[src/rtl/display_mux_7seg_if.sv]
// Bus between a display controller and display_mux_7seg: digit data, pacing tick and the multiplexed drive outputs.
// tick_src is a free-running pacing clock sampled as data: each rising edge advances one digit. There is no valid/ready handshake.
interface display_mux_7seg_if #(
    parameter int NUM_DIGITS = 8
);
    logic                    tick_src;
    logic                    enable;
    logic [4*NUM_DIGITS-1:0] value;
    logic [NUM_DIGITS-1:0]   dp_mask;
    logic [NUM_DIGITS-1:0]   an;
    logic [6:0]              seg;
    logic                    dp;
    logic [2:0]              dbg_idx;

    modport master (
        output tick_src, enable, value, dp_mask,
        input  an, seg, dp, dbg_idx
    );

    modport slave (
        input  tick_src, enable, value, dp_mask,
        output an, seg, dp, dbg_idx
    );
endinterface

[src/rtl/display_mux_7seg.sv]
// Time-multiplexed 7-segment driver: one digit per tick_src rising edge, frame-coherent shadow data.
// Optional leading-zero blanking is built when the macro LEADING_ZERO_BLANK_EN is defined.
module display_mux_7seg #(
    parameter int NUM_DIGITS = 8
) (
    input  logic              clk_in,
    input  logic              reset,
    display_mux_7seg_if.slave bus
);
    localparam int               IDX_W    = $clog2(NUM_DIGITS);
    localparam logic [IDX_W-1:0] LAST_IDX = IDX_W'(NUM_DIGITS - 1);

    logic                    s1_q, s1_d, s2_q, s2_d, s3_q, s3_d;
    logic [IDX_W-1:0]        idx_q, idx_d;
    logic [4*NUM_DIGITS-1:0] val_sh_q, val_sh_d;
    logic [NUM_DIGITS-1:0]   dpm_sh_q, dpm_sh_d;
    logic [NUM_DIGITS-1:0]   an_q, an_d;
    logic [6:0]              seg_q, seg_d;
    logic                    dp_q, dp_d;
    logic                    strobe;
    logic                    shown;
    logic [3:0]              cur_nib;

    // Active-low {g,f,e,d,c,b,a}.
    function automatic logic [6:0] hex7(input logic [3:0] n);
        case (n)
            4'h0:    hex7 = 7'b1000000;
            4'h1:    hex7 = 7'b1111001;
            4'h2:    hex7 = 7'b0100100;
            4'h3:    hex7 = 7'b0110000;
            4'h4:    hex7 = 7'b0011001;
            4'h5:    hex7 = 7'b0010010;
            4'h6:    hex7 = 7'b0000010;
            4'h7:    hex7 = 7'b1111000;
            4'h8:    hex7 = 7'b0000000;
            4'h9:    hex7 = 7'b0010000;
            4'hA:    hex7 = 7'b0001000;
            4'hB:    hex7 = 7'b0000011;
            4'hC:    hex7 = 7'b1000110;
            4'hD:    hex7 = 7'b0100001;
            4'hE:    hex7 = 7'b0000110;
            default: hex7 = 7'b0001110;
        endcase
    endfunction

`ifdef LEADING_ZERO_BLANK_EN
    logic [IDX_W-1:0] msd;

    // Most significant nonzero shadow nibble; digit 0 always counts as significant.
    always_comb begin
        msd = '0;
        for (int k = 1; k < NUM_DIGITS; k++) begin
            if (val_sh_q[4*k +: 4] != 4'h0) msd = IDX_W'(k);
        end
    end

    assign shown = (idx_q <= msd);
`else
    assign shown = 1'b1;
`endif

    always_comb begin
        s1_d     = bus.tick_src;
        s2_d     = s1_q;
        s3_d     = s2_q;
        strobe   = s2_q & ~s3_q;
        idx_d    = idx_q;
        val_sh_d = val_sh_q;
        dpm_sh_d = dpm_sh_q;
        // Strobes while disabled are consumed by s3 and simply lost.
        if (strobe && bus.enable) begin
            if (idx_q == LAST_IDX) begin
                idx_d    = '0;
                val_sh_d = bus.value;
                dpm_sh_d = bus.dp_mask;
            end else begin
                idx_d = idx_q + 1'b1;
            end
        end

        cur_nib = val_sh_q[4*idx_q +: 4];
        an_d    = '1;
        seg_d   = 7'h7F;
        dp_d    = 1'b1;
        if (bus.enable && shown) begin
            an_d[idx_q] = 1'b0;
            seg_d       = hex7(cur_nib);
            dp_d        = ~dpm_sh_q[idx_q];
        end
    end

    always_ff @(posedge clk_in) begin
        if (reset) begin
            s1_q     <= 1'b0;
            s2_q     <= 1'b0;
            s3_q     <= 1'b0;
            idx_q    <= '0;
            val_sh_q <= '0;
            dpm_sh_q <= '0;
            an_q     <= '1;
            seg_q    <= 7'h7F;
            dp_q     <= 1'b1;
        end else begin
            s1_q     <= s1_d;
            s2_q     <= s2_d;
            s3_q     <= s3_d;
            idx_q    <= idx_d;
            val_sh_q <= val_sh_d;
            dpm_sh_q <= dpm_sh_d;
            an_q     <= an_d;
            seg_q    <= seg_d;
            dp_q     <= dp_d;
        end
    end

    assign bus.an      = an_q;
    assign bus.seg     = seg_q;
    assign bus.dp      = dp_q;
    assign bus.dbg_idx = 3'(idx_q);
endmodule

[src/flat_wrapper.sv]
// flat-port wrapper written by rule: the top's interface ports become plain ports
module display_mux_7seg_flat 
#(
    parameter int NUM_DIGITS = 8
)
  (clk_in, reset, bus_tick_src, bus_enable, bus_value, bus_dp_mask, bus_an, bus_seg, bus_dp, bus_dbg_idx);
  display_mux_7seg_if #(.NUM_DIGITS(NUM_DIGITS)) bus_i ();
  input  logic clk_in;
  input  logic reset;
  input wire logic [$bits(bus_i.tick_src)-1:0] bus_tick_src;
  input wire logic [$bits(bus_i.enable)-1:0] bus_enable;
  input wire logic [$bits(bus_i.value)-1:0] bus_value;
  input wire logic [$bits(bus_i.dp_mask)-1:0] bus_dp_mask;
  output wire logic [$bits(bus_i.an)-1:0] bus_an;
  output wire logic [$bits(bus_i.seg)-1:0] bus_seg;
  output wire logic [$bits(bus_i.dp)-1:0] bus_dp;
  output wire logic [$bits(bus_i.dbg_idx)-1:0] bus_dbg_idx;
  assign bus_i.tick_src = bus_tick_src;
  assign bus_i.enable = bus_enable;
  assign bus_i.value = bus_value;
  assign bus_i.dp_mask = bus_dp_mask;
  assign bus_an = bus_i.an;
  assign bus_seg = bus_i.seg;
  assign bus_dp = bus_i.dp;
  assign bus_dbg_idx = bus_i.dbg_idx;
  display_mux_7seg #(.NUM_DIGITS(NUM_DIGITS)) u_core (.clk_in(clk_in), .reset(reset), .bus(bus_i));
endmodule
[config.mk]
export PLATFORM = sky130hd
export DESIGN_NAME = display_mux_7seg_flat
export DESIGN_NICKNAME = d
export VERILOG_FILES = /design/src/rtl/display_mux_7seg_if.sv /design/src/rtl/display_mux_7seg.sv /design/src/flat_wrapper.sv
export SDC_FILE = /design/constraint.sdc
export NUM_CORES = 1
export LEC_CHECK = 0
export CORE_UTILIZATION = 44
export DETAILED_ROUTE_END_ITERATION = 16
export PLACE_DENSITY = 0.76
export SKIP_LAST_GASP = 1
export SLEW_MARGIN = 20
export SYNTH_ARGS = -nofsm -noshare
export SYNTH_HDL_FRONTEND = slang
export SYNTH_SLANG_ARGS = --single-unit
[constraint.sdc]
create_clock -name clk_in -period 2 [get_ports clk_in]
set_input_delay 0.4 -clock clk_in [delete_from_list [all_inputs] [get_ports clk_in]]
set_output_delay 0.4 -clock clk_in [all_outputs]
set_load 0.005 [all_outputs]
-- Yosys cells after proc, flatten, opt, wreduce, memory -nomap -nowiden
Memories as Yosys holds them, arrays and structs flattened. A register that Yosys moved wholly into a read port is not among the register bits.
Index checks and enable logic that the tools add are counted.
- memory bits (read-only): 112
- logic and storage cells: 28
- register bits: 55
- output and inout port bits: 19
- input port bits: 44
- memories kept: 1
- memories (name ; words ; width ; read ports ; clocked after memory_dff ; write ports ; RTL line ; RTL):
    (no name shown) ; 16 ; 7 ; 1 ; 1 ; 0 ; display_mux_7seg.sv:26 ; case (n)
- add/subtract/negate cells: 1
- reductions and logical operators: 4
- shift operators: 1
- equal/unequal tests: 1
- bitwise logic cells: 5
- magnitude comparators: 2
- multiplexer cells: 5
- operators with widths (kind ; number):
    $shiftx A32 B6 Y4 ; 1
    $not A8 Y8 ; 1
    $lt A3 B4 Y1 const B ; 1
    $add A3 B1 Y3 const B ; 1
    $bmux W1 S3 ; 1
    $demux W1 S3 ; 1
    $eq A3 B3 Y1 const B ; 1
    $ge A3 B1 Y1 const B ; 1
    $mux W3 ; 1
    $not A1 Y1 ; 3
    $logic_and A1 B1 Y1 ; 2
    $mux W1 ; 2
    $reduce_and A2 Y1 ; 1
    $reduce_or A2 Y1 ; 1
    $and A1 B1 Y1 ; 1

-- Logic depth before layout (Yosys ltp)
- depth in word-level cells: 5
- depth in mapped cells: 10
- mapped depth without buffers: 8

-- Worst setup path after synthesis
Ideal clock, no wire load.
- path type: reg-to-reg
- from: register u_core.idx_q[0] (netlist: u_core.bus.dbg_idx[0])
- to: register u_core.seg_q[0] (netlist: u_core.bus.seg[0])
- required time: 1.866 ns
- path buffers: 1
- path slack: -0.185 ns
- cell stages (with the launch flop): 8
- arrival: 2.051 ns
- library setup time: 0.134 ns
- period minus slack after synthesis: 2.185 ns
- path through: dfxtp_1 -> buf_6 -> mux4_1 -> mux2i_2 -> inv_1 -> ha_1 -> nor3_1 -> o31ai_2
- longest elaborated chain between the ends: 1
- RTL lines (item ; RTL line ; RTL):
    from (decl) ; display_mux_7seg.sv:14 ; logic [IDX_W-1:0] idx_q, idx_d;
    from (signal assigned) ; display_mux_7seg.sv:107 ; idx_q <= idx_d;
    $shiftx A32 B6 Y4 ; display_mux_7seg.sv:81 ; cur_nib = val_sh_q[4*idx_q +: 4];
    to (decl) ; display_mux_7seg.sv:18 ; logic [6:0] seg_q, seg_d;
No other way between the ends.
A chain may end at the register's enable or synchronous reset.

-- Worst setup path after layout
- from: register u_core.idx_q[0] (netlist: u_core.bus.dbg_idx[0])
- to: register u_core.seg_q[3] (netlist: u_core.bus.seg[3])
Same word-level chain as after synthesis.

==> flow_summary.json <==
{
  "status": "complete, no violations",
  "fp.dieH_um": 79.2,
  "power.leakage_nw": 1.32,
  "hold_viol": 0,
  "io_buffer_count": 62,
  "clock_tree.buffer_depth": 2,
  "drt_iter0_markers": 83,
  "initial_core_util_pct": 46.5,
  "grt_pass1_wl_um": 9320,
  "layout.cells.non_filler": 436,
  "synth_edf_count": 0,
  "rows": 27,
  "yosysSeqAreaShare_pct": 47.3,
  "timing.final.ws_setup_ps": 0.933,
  "avgViaCountPerCell": 5.12,
  "synth_top_cell_area_share_pct": 47.3,
  "cts_root_buffer": "clkbuf_8",
  "placed_cells": 418,
  "worst_clock_skew_ps": 7.01,
  "dieArea_mm2": 0.00627,
  "cts_tree": "built",
  "dp_slack_ps": -55.6,
  "finalCritPeriodShare_pct": 100,
  "numCtsBuffers": 9,
  "io_pins": 63,
  "worst_slew_pin_slew_ps": 470,
  "startpoint_type": "flip-flop",
  "insertion_delay_ps": 340,
  "syn_nets": 343,
  "place.gp.congestion": 0.830,
  "syn_area_mm2": 0.00262,
  "max_slew_margin_pct": 68.7,
  "rsz0062_at_grt": "true",
  "yosysTopAreaCell": "dfxtp_1",
  "cts_sinks": 62,
  "grt_overflow": 0,
  "ant_nets": 0,
  "clk_pin_slew_ps": 70,
  "synthFlopType": "dfxtp_1",
  "nFillCells": 476,
  "avgSynthCellArea_um2": 9.01,
  "yosysUniqueCellTypes": 34,
  "synth_commonest_cells": "nand2_1, dfxtp_1, a21oi_1",
  "min_period_ps": 2000,
  "grt_pass1_vias": 2016,
  "setup_violations": 0,
  "cts_hold_buf": 0,
  "tns_ps": 0,
  "ys_ff_latch": 62,
  "timing.fmax_mhz": 500,
  "layout-drive-gt1-share_pct": 14.3,
  "drc_errors": 0,
  "critPathRequiredTime_ps": 2210,
  "vdd_drop_max_v": 0.000353,
  "cap_viol_max_count": 0,
  "grt_start_max_net_pins": 47,
  "async_flop_share_pct": 0,
  "slew_viol_final": 0,
  "final_util_pct": 64.6,
  "hold_class": "flip-flop to flip-flop",
  "wirelength_um": 5650,
  "place_hpwl_um": 4020,
  "die_w_um": 79.2,
  "area_growth_pct": 38.9,
  "end_kind": "flip-flop",
  "ys.warnings.count": 0,
  "layout.nets": 411,
  "num_vias": 2234,
  "antenna-diode-count": 0,
  "coreArea_mm2": 0.00564,
  "path_class": "flip-flop to flip-flop",
  "post_drt_wl_per_cell_um": 12.9,
  "grtUsageTotal_pct": 19.9,
  "synth_most_common_cell": "nand2_1",
  "synth_area_leaders": "dfxtp_1, nand2_1, a21oi_1",
  "critPathMaxFanout": 7,
  "syn_inst": 291,
  "antenna_found_initial": 0,
  "cp.arrival_ps": 2210,
  "htree_num_levels": 3,
  "p_per_area_mw_per_mm2": 713,
  "firstDrtPassIters": 4
}
[state kept, by name (all words and copies together) (netlist names)]
| name | cells |
|---|---|
| u_core.val_sh_q | 32 |
| u_core.bus.an | 8 |
| u_core.dpm_sh_q | 8 |
| u_core.bus.seg | 7 |
| u_core.bus.dbg_idx | 3 |
| u_core.bus.dp | 1 |
| u_core.s1_q | 1 |
| u_core.s2_q | 1 |
| u_core.s3_q | 1 |
[path summary, 6_finish.rpt]
| kind | startpoint | end | slack, ps | cells past startpoint |
|---|---|---|---|---|
| setup reg to reg | u_core.bus.dbg_idx[0] | u_core.bus.seg[3] | 0.9 | 8 |
| hold / removal | u_core.val_sh_q[31] | u_core.val_sh_q[31] | 450 | 2 |
| setup / recovery | u_core.bus.dbg_idx[0] | u_core.bus.seg[3] | 0.9 | 8 |
| hold reg to reg | u_core.val_sh_q[31] | u_core.val_sh_q[31] | 450 | 2 |
[cell usage in the layout, fill, tap and decap left out, types with 2 or more instances in the layout]
cell / instances
a21oi_1: 42
buf_12: 4
buf_4: 12
bufinv_16: 2
clkbuf_1: 2
clkbuf_8: 10
clkdlybuf4s50_1: 62
clkinv_2: 2
dfxtp_1: 61
ha_1: 7
inv_1: 3
mux2_2: 3
mux2i_1: 7
mux2i_4: 3
mux4_2: 8
nand2_1: 88
nand3_1: 5
nor2_1: 6
nor2b_1: 8
o211ai_1: 2
o21ai_1: 4
o221ai_1: 4
[critical path, cell delays in order (launching register included)]
cell      delay, ps
dfxtp_4         420
mux4_2          550
mux2i_4         210
inv_2            90
ha_1            190
inv_1            70
o21ai_0         120
o21ai_1         130
o211ai_1        100
[metrics by stage]
step / total power, mW / hold WS (ps) / area (µm²)
after floorplan: 1.32 / 414 / 2640
after global placement: 1.43 / 442 / 3390
after detailed placement: 1.43 / 445 / 3390
after CTS: 2.61 / 454 / 3610
after global routing: 2.68 / 483 / 3640
final: 2.60 / 451 / 3640
[kinds of logic after synthesis]
kind of cell	after synthesis	synth area share, %
compound gates	59	12.9
fa+ha+maj	8	3.82
buf+inv	25	4.58
flops	62	47.3
mux	21	13.0
simple gates	116	18.4
[where the power goes]
| group | total [mW] | switching [mW] | internal, mW |
|---|---|---|---|
| Sequential | 1.25 | 0.00500 | 1.24 |
| Clock | 1.20 | 0.465 | 0.733 |
| Combinational | 0.151 | 0.0445 | 0.106 |
| Total | 2.60 | 0.515 | 2.08 |
[routing by layer]
layer	vias to the layer above	track usage [%]	routed length, µm
met5	-	0	0
met4	0	12.7	175
met3	15	4.94	272
met2	70	30.9	2680
met1	1027	24.4	2510
li1	1122	-	-
[area by class of cell]
class / instances / area [µm²] / share of cell area (%)
Multi-Input combinational cell: 204 / 1290 / 35.3
Timing Repair Buffer: 78 / 791 / 21.7
Tap cell: 72 / 90.1 / 2.47
Inverter: 4 / 15.0 / 0.412
Clock buffer: 12 / 145 / 3.98
Sequential cell: 62 / 1240 / 34.2
Clock inverter: 4 / 70.1 / 1.92
[repair_timing]
item | in CTS | in global routing
setup endpoints to repair | 3 | 4
resized for setup | 1 | 1
buffers inserted | 0 | 2
cloned | 0 | 0
(Power assumes the default switching activity.)
